[config.mk]
export PLATFORM = sky130hd
export DESIGN_NAME = fb_write_arbiter
export DESIGN_NICKNAME = d
export VERILOG_FILES = /design/src/rtl/fb_write_arbiter.sv
export SDC_FILE = /design/constraint.sdc
export NUM_CORES = 1
export LEC_CHECK = 0
export CORE_AREA = 2 2 125 127
export CTS_CLUSTER_SIZE = 40
export DETAILED_ROUTE_END_ITERATION = 8
export DIE_AREA = 0 0 127 129
export GPL_TIMING_DRIVEN = 0
export PLACE_DENSITY_LB_ADDON = 0.1
export SETUP_SLACK_MARGIN = 0.02
export SLEW_MARGIN = 0
export SYNTH_ARGS = -nofsm -noshare
export SYNTH_HDL_FRONTEND = slang
export SYNTH_SLANG_ARGS = --single-unit
export TNS_END_PERCENT = 50
[constraint.sdc]
create_clock -name pclk -period 5.3 [get_ports pclk]
set_input_delay 1.06 -clock pclk [delete_from_list [all_inputs] [get_ports pclk]]
set_output_delay 1.06 -clock pclk [all_outputs]
set_load 0.05 [all_outputs]
[src/rtl/fb_write_arbiter.sv]
// Frame-buffer write-port arbiter: camera -> mem_* in 1 cycle, overlay via FIFO in >=2 cycles; camera never stalls.
// Overlay backpressure is ovl_ready = !fifo_full (no pop bypass). Optional macro FB_COLORKEY_EN drops KEY_COLOR pixels.

module fb_ovl_fifo #(
  parameter int WIDTH = 33,
  parameter int DEPTH = 4
) (
  input  logic             pclk,
  input  logic             reset,
  input  logic             push_vld,
  input  logic [WIDTH-1:0] push_dat,
  input  logic             pop_rdy,
  output logic [WIDTH-1:0] head_dat,
  output logic             full,
  output logic             empty
);
  localparam int AW = (DEPTH > 1) ? $clog2(DEPTH) : 1;
  localparam int CW = AW + 1;

  logic [WIDTH-1:0] mem [DEPTH];
  logic [AW-1:0]    wr_ptr;
  logic [AW-1:0]    rd_ptr;
  logic [CW-1:0]    count;
  logic             do_push;
  logic             do_pop;

  assign do_push  = push_vld && !full;
  assign do_pop   = pop_rdy && !empty;
  assign full     = (count == CW'(DEPTH));
  assign empty    = (count == '0);
  assign head_dat = mem[rd_ptr];

  // DEPTH is a power of two, so pointers wrap by natural overflow.
  always_ff @(posedge pclk) begin
    if (reset) begin
      wr_ptr <= '0;
      rd_ptr <= '0;
      count  <= '0;
    end else begin
      if (do_push) wr_ptr <= wr_ptr + AW'(1);
      if (do_pop)  rd_ptr <= rd_ptr + AW'(1);
      count <= count + CW'(do_push) - CW'(do_pop);
    end
  end

  always_ff @(posedge pclk) begin
    if (do_push) mem[wr_ptr] <= push_dat;
  end
endmodule

module fb_write_arbiter #(
  parameter int          FIFO_DEPTH = 4,
  parameter int          FB_WORDS   = 76800,
  parameter logic [15:0] KEY_COLOR  = 16'hF81F
) (
  input  logic        pclk,
  input  logic        reset,
  input  logic        cam_we,
  input  logic [16:0] cam_wAddr,
  input  logic [15:0] cam_wData,
  input  logic        vsync,
  input  logic        ovl_valid,
  output logic        ovl_ready,
  input  logic [16:0] ovl_addr,
  input  logic [15:0] ovl_data,
  output logic        mem_we,
  output logic [16:0] mem_wAddr,
  output logic [15:0] mem_wData,
  output logic        frame_tick,
  output logic [7:0]  ovl_reject_cnt
);
  typedef struct packed {
    logic [16:0] addr;
    logic [15:0] data;
  } ovl_word_t;

  localparam logic [1:0] ST_SYNC   = 2'd0;
  localparam logic [1:0] ST_BLANK  = 2'd1;
  localparam logic [1:0] ST_ACTIVE = 2'd2;

`ifdef FB_COLORKEY_EN
  localparam logic KEY_EN = 1'b1;
`else
  localparam logic KEY_EN = 1'b0;
`endif

  localparam logic [17:0] FB_LIMIT = 18'(FB_WORDS);

  logic [1:0] state;
  logic       vs_d;
  logic       fifo_full;
  logic       fifo_empty;
  logic       accept;
  logic       addr_bad;
  logic       key_hit;
  logic       push;
  logic       pop;
  ovl_word_t  push_word;
  ovl_word_t  head_word;

  assign ovl_ready = !fifo_full;
  assign accept    = ovl_valid && ovl_ready;
  assign addr_bad  = ({1'b0, ovl_addr} >= FB_LIMIT);
  assign key_hit   = KEY_EN && (ovl_data == KEY_COLOR);
  assign push      = accept && !addr_bad && !key_hit;
  // Until the first VSYNC the frame position is unknown, so queued overlay words wait.
  assign pop       = !cam_we && !fifo_empty && (state != ST_SYNC);
  assign push_word = '{addr: ovl_addr, data: ovl_data};

  fb_ovl_fifo #(
    .WIDTH ($bits(ovl_word_t)),
    .DEPTH (FIFO_DEPTH)
  ) u_fifo (
    .pclk     (pclk),
    .reset    (reset),
    .push_vld (push),
    .push_dat (push_word),
    .pop_rdy  (pop),
    .head_dat (head_word),
    .full     (fifo_full),
    .empty    (fifo_empty)
  );

  always_ff @(posedge pclk) begin
    if (reset) begin
      state      <= ST_SYNC;
      vs_d       <= 1'b0;
      frame_tick <= 1'b0;
    end else begin
      vs_d       <= vsync;
      frame_tick <= vsync && !vs_d;
      case (state)
        ST_SYNC:   if (vsync)  state <= ST_BLANK;
        ST_BLANK:  if (!vsync) state <= ST_ACTIVE;
        ST_ACTIVE: if (vsync)  state <= ST_BLANK;
        default:   state <= ST_SYNC;
      endcase
    end
  end

  // Camera addresses are passed through unchecked; its writer clamps them.
  always_ff @(posedge pclk) begin
    if (reset) begin
      mem_we    <= 1'b0;
      mem_wAddr <= '0;
      mem_wData <= '0;
    end else if (cam_we) begin
      mem_we    <= 1'b1;
      mem_wAddr <= cam_wAddr;
      mem_wData <= cam_wData;
    end else if (pop) begin
      mem_we    <= 1'b1;
      mem_wAddr <= head_word.addr;
      mem_wData <= head_word.data;
    end else begin
      mem_we    <= 1'b0;
    end
  end

  always_ff @(posedge pclk) begin
    if (reset) begin
      ovl_reject_cnt <= '0;
    end else if (accept && addr_bad && (ovl_reject_cnt != 8'hFF)) begin
      ovl_reject_cnt <= ovl_reject_cnt + 8'd1;
    end
  end
endmodule

==> Yosys cells after proc, flatten, opt, wreduce, memory -nomap -nowiden <==
Memories as Yosys holds them, arrays and structs flattened. A register that Yosys moved wholly into a read port is not among the register bits.
Cells that the tools add are included.
{ "word_totals": {"regBits": 53, "output_inout_bits": 44, "input_bits": 71, "memories": 1, "word_cells": 56, "ramBits": 132} }
{ "classes": {"add_sub_neg": 5, "n_eq_ne": 6, "n_reduce_logical": 20, "mux": 13, "order_cmp": 1} }
{ "mem_list": {"columns": ["name", "depth", "width", "read_ports", "rd_ports_with_merged_regs", "wr", "line_no", "source"], "rows": [
  ["u_fifo.mem", 4, 33, 1, 1, 1, "20", "logic [WIDTH-1:0] mem [DEPTH];"]
]} }
{ "ops": {"columns": ["op", "count"], "rows": [
  ["two-way mux 17 bit", 2],
  ["two-way mux 16 bit", 2],
  [">= comparator 17 bit, second input constant", 1],
  ["logical AND 1 bit", 9],
  ["adder 8 x 1 -> 8 bit, second input constant", 1],
  ["two-way mux 2 bit", 4],
  ["inequality test 8 bit, second input constant", 1],
  ["zero test 1 bit", 5],
  ["adder 2 x 1 -> 2 bit, second input constant", 2],
  ["two-way mux 1 bit", 4],
  ["one-hot mux 2 bit (2 select lines)", 1],
  ["nonzero test 2 bit", 2],
  ["adder 3 x 1 -> 3 bit", 1],
  ["equality test 3 bit, second input constant", 1],
  ["zero test 3 bit", 1],
  ["subtractor 3 x 1 -> 3 bit", 1],
  ["equality test 2 x 1 -> 1 bit, second input constant", 1],
  ["equality test 2 bit, second input constant", 1],
  ["zero test 2 bit", 1],
  ["inequality test 2 x 1 -> 1 bit, second input constant", 1],
  ["inequality test 2 bit, second input constant", 1],
  ["AND reduction 2 bit", 1],
  ["OR reduction 2 bit", 1]
]} }

==> Logic depth before layout (Yosys ltp) <==
Gate-level depths: netlist of the first run.
{ "logic_depth": {"depth_word": 7, "mapped_depth": 12, "depth_no_buf": 11} }

==> Modules after synthesis <==
Synthesis of the first run repeated with hierarchy kept, for this count alone.
{ "hier_totals": {"cells_unflattened": 444, "area_unflattened_um2": 7328.3} }
{ "by_module_without_submodules": {"columns": ["module", "seq_area_each_um2", "area_per_inst_um2", "instances", "cells_each"], "rows": [
  ["fb_ovl_fifo", 4144.0, 5286.3, 1, 224],
  ["fb_write_arbiter", 920.9, 2042.0, 1, 220]
]} }

==> Worst setup path before layout of the first run <==
No wires, ideal clock.
{ "synth_timing": {"path_kind": "in2reg", "start": "input cam_we", "end": "register u_fifo.count[2]", "t_arrival_ps": 2815, "setup_time_ps": 128, "required_ps": 5172, "slack_ps": 2357, "path_buffers": 1, "stages": 12, "path_cell_list": "o21ba_2 > nand2_4 > inv_2 > buf_2 > ha_1 > inv_1 > ha_1 > inv_1 > fa_1 > xor2_1 > xnor2_1 > nor2_1"} }
{ "synth_via": {"elab_chain_cells": 5} }
{ "synth_lines": {"columns": ["element", "line_no", "source"], "rows": [
  ["start, declared", "58", "input logic cam_we,"],
  ["zero test 1 bit", "107", "assign pop = !cam_we && !fifo_empty && (state != ST_SYNC);"],
  ["logical AND 1 bit (2 in series)", "107", null],
  ["logical AND 1 bit", "28", "assign do_pop = pop_rdy && !empty;"],
  ["net u_fifo.do_pop", "25", "logic do_pop;"],
  ["subtractor 3 x 1 -> 3 bit", "42", "count <= count + CW'(do_push) - CW'(do_pop);"],
  ["end signal, assigned", "42", null],
  ["end, declared", "23", "logic [CW-1:0] count;"]
]} }
The timed path passes the listed nets, and every way through them passes these cells.
A chain may end at the register's enable or synchronous reset.

==> Worst setup path after layout of the first run <==
Ends and elaborated chain as after synthesis.

==> reports/metrics.csv, run 1 <==
stage,metric,value,unit
critical_path,Crit path required time,5600,ps
clock_tree,TritonCTS buffer count,17,
yosys,"EDFF count, synth",132,
global_route,GRT overflow,0,
critical_path,crit-path max FO,10,
min_path,Hold Path Class,reg -> reg,
global_route,largest net degree at the start of global routing,34,
final_layout,Layout area overhead,26.10,%
timing,final-report hold violation count,0,
yosys,Post-synth top cells,"edfxtp_1 (132), dfxtp_1 (55), inv_1 (41)",
timing,Slew headroom,37.64,%
yosys,main area contributors after synthesis,"edfxtp_1 (54%), dfxtp_1 (15%), mux4_2 (10%)",
global_route,Total GRT Usage,20.07,%
clock_tree,CTS tree,done,
global_route,first-pass GRT wire length,24480,microns
critical_path,Crit path arrival time,3780,ps
clock_tree,post-CTS sizing,0,
placed_design,dpl hpwl,10490,microns
timing,FMAX,287.6,MHz
critical_path,CP max stage cell,clkdlybuf4s50_1,
drt,Antenna Nets Post-Route,0,
timing,Slew Limit Fails,0,
critical_path,CP bufs+invs,5,
power_and_ir_drop,Comb pwr share,15.7,%
clock_tree,Max clock buf depth,2,
placed_design,DP Cell Count,771,
timing,min cycle time layout,3477,ps
clock_tree,depth of the CTS H-tree,4,
critical_path,largest incremental delay on the critical path,560,ps
clock_tree,Sink Count,187,
final_layout,share of cells above drive strength 1,15.61,%
yosys,top cell type's share of synthesized area,54.00,%
timing,Worst Tran Pin Value,935.4,ps
yosys,syn_nets,549,
clock_tree,register clock-pin slew on the reported worst setup and hold paths,70,ps
run,max_cap viols,0,
yosys,syn avg cell area,15.62,sq um
yosys,Synth area leader,edfxtp_1,
critical_path,CP Cell Sequence,clkdlybuf4s50_1 -> o21ba_2 -> nand2_4 -> inv_2 -> buf_2 -> ha_1 -> inv_1 -> ha_1 -> inv_1 -> fa_1 -> xor2_1 -> xnor2_1 -> nor2_1,
global_route,vias in the first global route,4587,
drt,Avg Vias per Cell,5.528,
yosys,sequential fraction of the synthesis area,69.00,%
drt,via count of the routed design,4439,
die,Die Span Y,129,microns
timing,period utilization,65.60,%
yosys,Synth cell types,41,
yosys,top-count cell post-synth,edfxtp_1,
power_and_ir_drop,clock share of power,34.4,%
die,DIE AREA,0.01638,sq mm
placed_design,routability-driven placement congestion ratio,0.8077,
power_and_ir_drop,Reg power frac,49.9,%
timing,final setup fails,0,
timing,Fin Clk Skew,8.105,ps
power_and_ir_drop,leak pwr,3.175,nW
power_and_ir_drop,switching share of power,25.75,%
die,Die X,127,microns
die,Initial Util,49.01,%
clock_tree,Post-CTS Setup Bufs,0,
die,Core Box Area,0.01498,sq mm
drt,final WL,15570,microns
yosys,Ys Warns,0,
yosys,"Top FF cell, synth",edfxtp_1,
critical_path,"CP delay by family, top",buffers and inverters,
critical_path,CP endpoint kind,flip-flop,
yosys,synthesized cell area,0.007341,sq mm
final_layout,nets,681,
yosys,#FFs+latches synth,187,
status,status,completed,
drt,1st-pass router iterations,4,
placed_design,IO buf count,113,
clock_tree,Root Buffer,clkbuf_16,
yosys,Synth async-reset ratio,0,%
timing,RSZ-0062 raised after global routing,no,
die,floorplan row count,45,
drt,routed len/inst,19.38,microns
power_and_ir_drop,worst vdd ir,0.2418,mV
clock_tree,"Clk Latency, worst-skew pair",430,ps
critical_path,CP Launch Type,primary input,
power_and_ir_drop,PwrDens,367.4,mW/mm^2
drt,initial drt markers,241,
power_and_ir_drop,internal power,2.525,mW
clock_tree,hold_buf cts,0,
global_route,initial antenna violation count,0,
timing,Sum Neg Setup Slack,0,ps
final_layout,Ant. Diodes,0,
die,I/O Pins,115,
final_layout,Post-Layout Cell Count,803,
critical_path,WS Path Type,in -> reg,
drt,DRC,0,
power_and_ir_drop,net switching power,875.7,uW
yosys,Synth Instances,470,
-- logic make-up after synthesis --
kind of cell | after synthesis | share of synthesized area, %
compound gates | 84 | 8.369
xor+xnor | 5 | 0.5967
fa+ha+maj | 8 | 1.466
buf+inv | 72 | 4.551
flops | 187 | 69.00
mux | 36 | 10.60
simple gates | 78 | 5.420
-- layout make-up --
class                   count  area [sq um]
clock inverters            11         88.84
plain buffers              30         176.4
multi-input cells         211          1942
flip-flops and latches    187          5065
inverters                  42         157.7
clock buffers              21         460.4
fillers                  1115          5720
well taps                 188         235.2
repair buffers            113          1131
-- cells in the final DEF, fill, tap and decap left out, types with 2 or more instances in the layout --
cell	netlist	routed
a21oi_1	40	40
a221oi_1	30	30
a221oi_2	3	3
and2_2	4	4
and3_1	3	3
buf_2	9	9
buf_4	4	4
buf_6	5	5
clkbuf_1	12	14
clkbuf_16	0	17
clkbuf_8	0	2
clkdlybuf4s50_1	0	113
clkinv_4	0	2
clkinvlp_4	0	5
dfxtp_1	55	55
edfxtp_1	132	132
ha_1	7	7
inv_1	41	41
inv_6	0	2
mux2i_1	2	2
mux4_2	33	33
nand2_1	33	33
nand2b_1	5	5
nand3_1	5	5
nand4_1	3	3
nor2_1	11	11
nor3_1	2	2
o31ai_1	5	5
or4_1	5	5
xnor2_1	3	3
xor2_1	2	2
-- path summary, 6_finish.rpt --
check,cells after the start,slack (ps),endpoint,from
max,13,1820,u_fifo.count[2]$_SDFF_PP0_,cam_we
min,1,390,frame_tick$_SDFF_PP0_,vs_d$_SDFF_PP0_
max reg2reg,12,2660,u_fifo.count[2]$_SDFF_PP0_,u_fifo.count[1]$_SDFF_PP0_
min reg2reg,1,390,frame_tick$_SDFF_PP0_,vs_d$_SDFF_PP0_
-- registers in the layout (all words and copies together) (netlist names), 2 cells and up, named ones only --
| signal | cells |
|---|---|
| state | 2 |
| u_fifo.count | 3 |
| u_fifo.mem | 132 |
| u_fifo.rd_ptr | 2 |
| mem_wAddr | 17 |
| u_fifo.wr_ptr | 2 |
| ovl_reject_cnt | 8 |
| mem_wData | 16 |
-- metrics by stage --
step / cell area (sq um) / utilization [%] / setup slack [ps] / power, mW / hold slack (ps)
4_1_cts: 9256 / 61.80 / 1816 / 3.432 / 395.6
2_1_floorplan: 7341 / - / 2357 / 2.066 / 368.2
5_1_grt: 9256 / 61.80 / 1694 / 3.541 / 412.4
3_3_place_gp: 8707 / 58.14 / 1452 / 2.252 / 375.8
6_report: 9256 / 61.80 / 1823 / 3.401 / 391.6
3_5_place_dp: 8707 / 58.14 / 1364 / 2.268 / 386.0
-- power by group through the flow --
stage	clock network, mW	registers [mW]	logic (mW)
6_report	1.17	1.70	0.533
2_1_floorplan	0	1.80	0.262
3_5_place_dp	0	1.73	0.539
4_1_cts	1.19	1.70	0.541
3_3_place_gp	0	1.72	0.529
5_1_grt	1.26	1.71	0.577
-- per-layer routing --
metal | wire length (microns) | global-route usage (%) | part of all wire (%)
met2 | 7966 | 34.47 | 51
met1 | 6486 | 25.23 | 42
met5 | 0 | 0 | 0
met3 | 874 | 4.948 | 5.6
met4 | 238 | 6.787 | 1.5
No activity file was read; power rests on OpenSTA's default activity.
==> inputs of run 2 (changes only) <==
==> constraint.sdc (replaced) <==
create_clock -name pclk -period 3.24 [get_ports pclk]
set_input_delay 0.648 -clock pclk [delete_from_list [all_inputs] [get_ports pclk]]
set_output_delay 0.648 -clock pclk [all_outputs]
set_load 0.05 [all_outputs]
==> results of run 2 <==
The final DEF is identical to that of run 1. Status: completed.
Among the figures that moved: setup slack after placement 1364 ps -> -284.0 ps; setup slack after layout 1823 ps -> 174.9 ps; register-to-register setup slack 2660 ps -> 600 ps; total power 3.401 mW -> 5.563 mW; worst IR drop on VDD 0.2418 mV -> 0.3955 mV
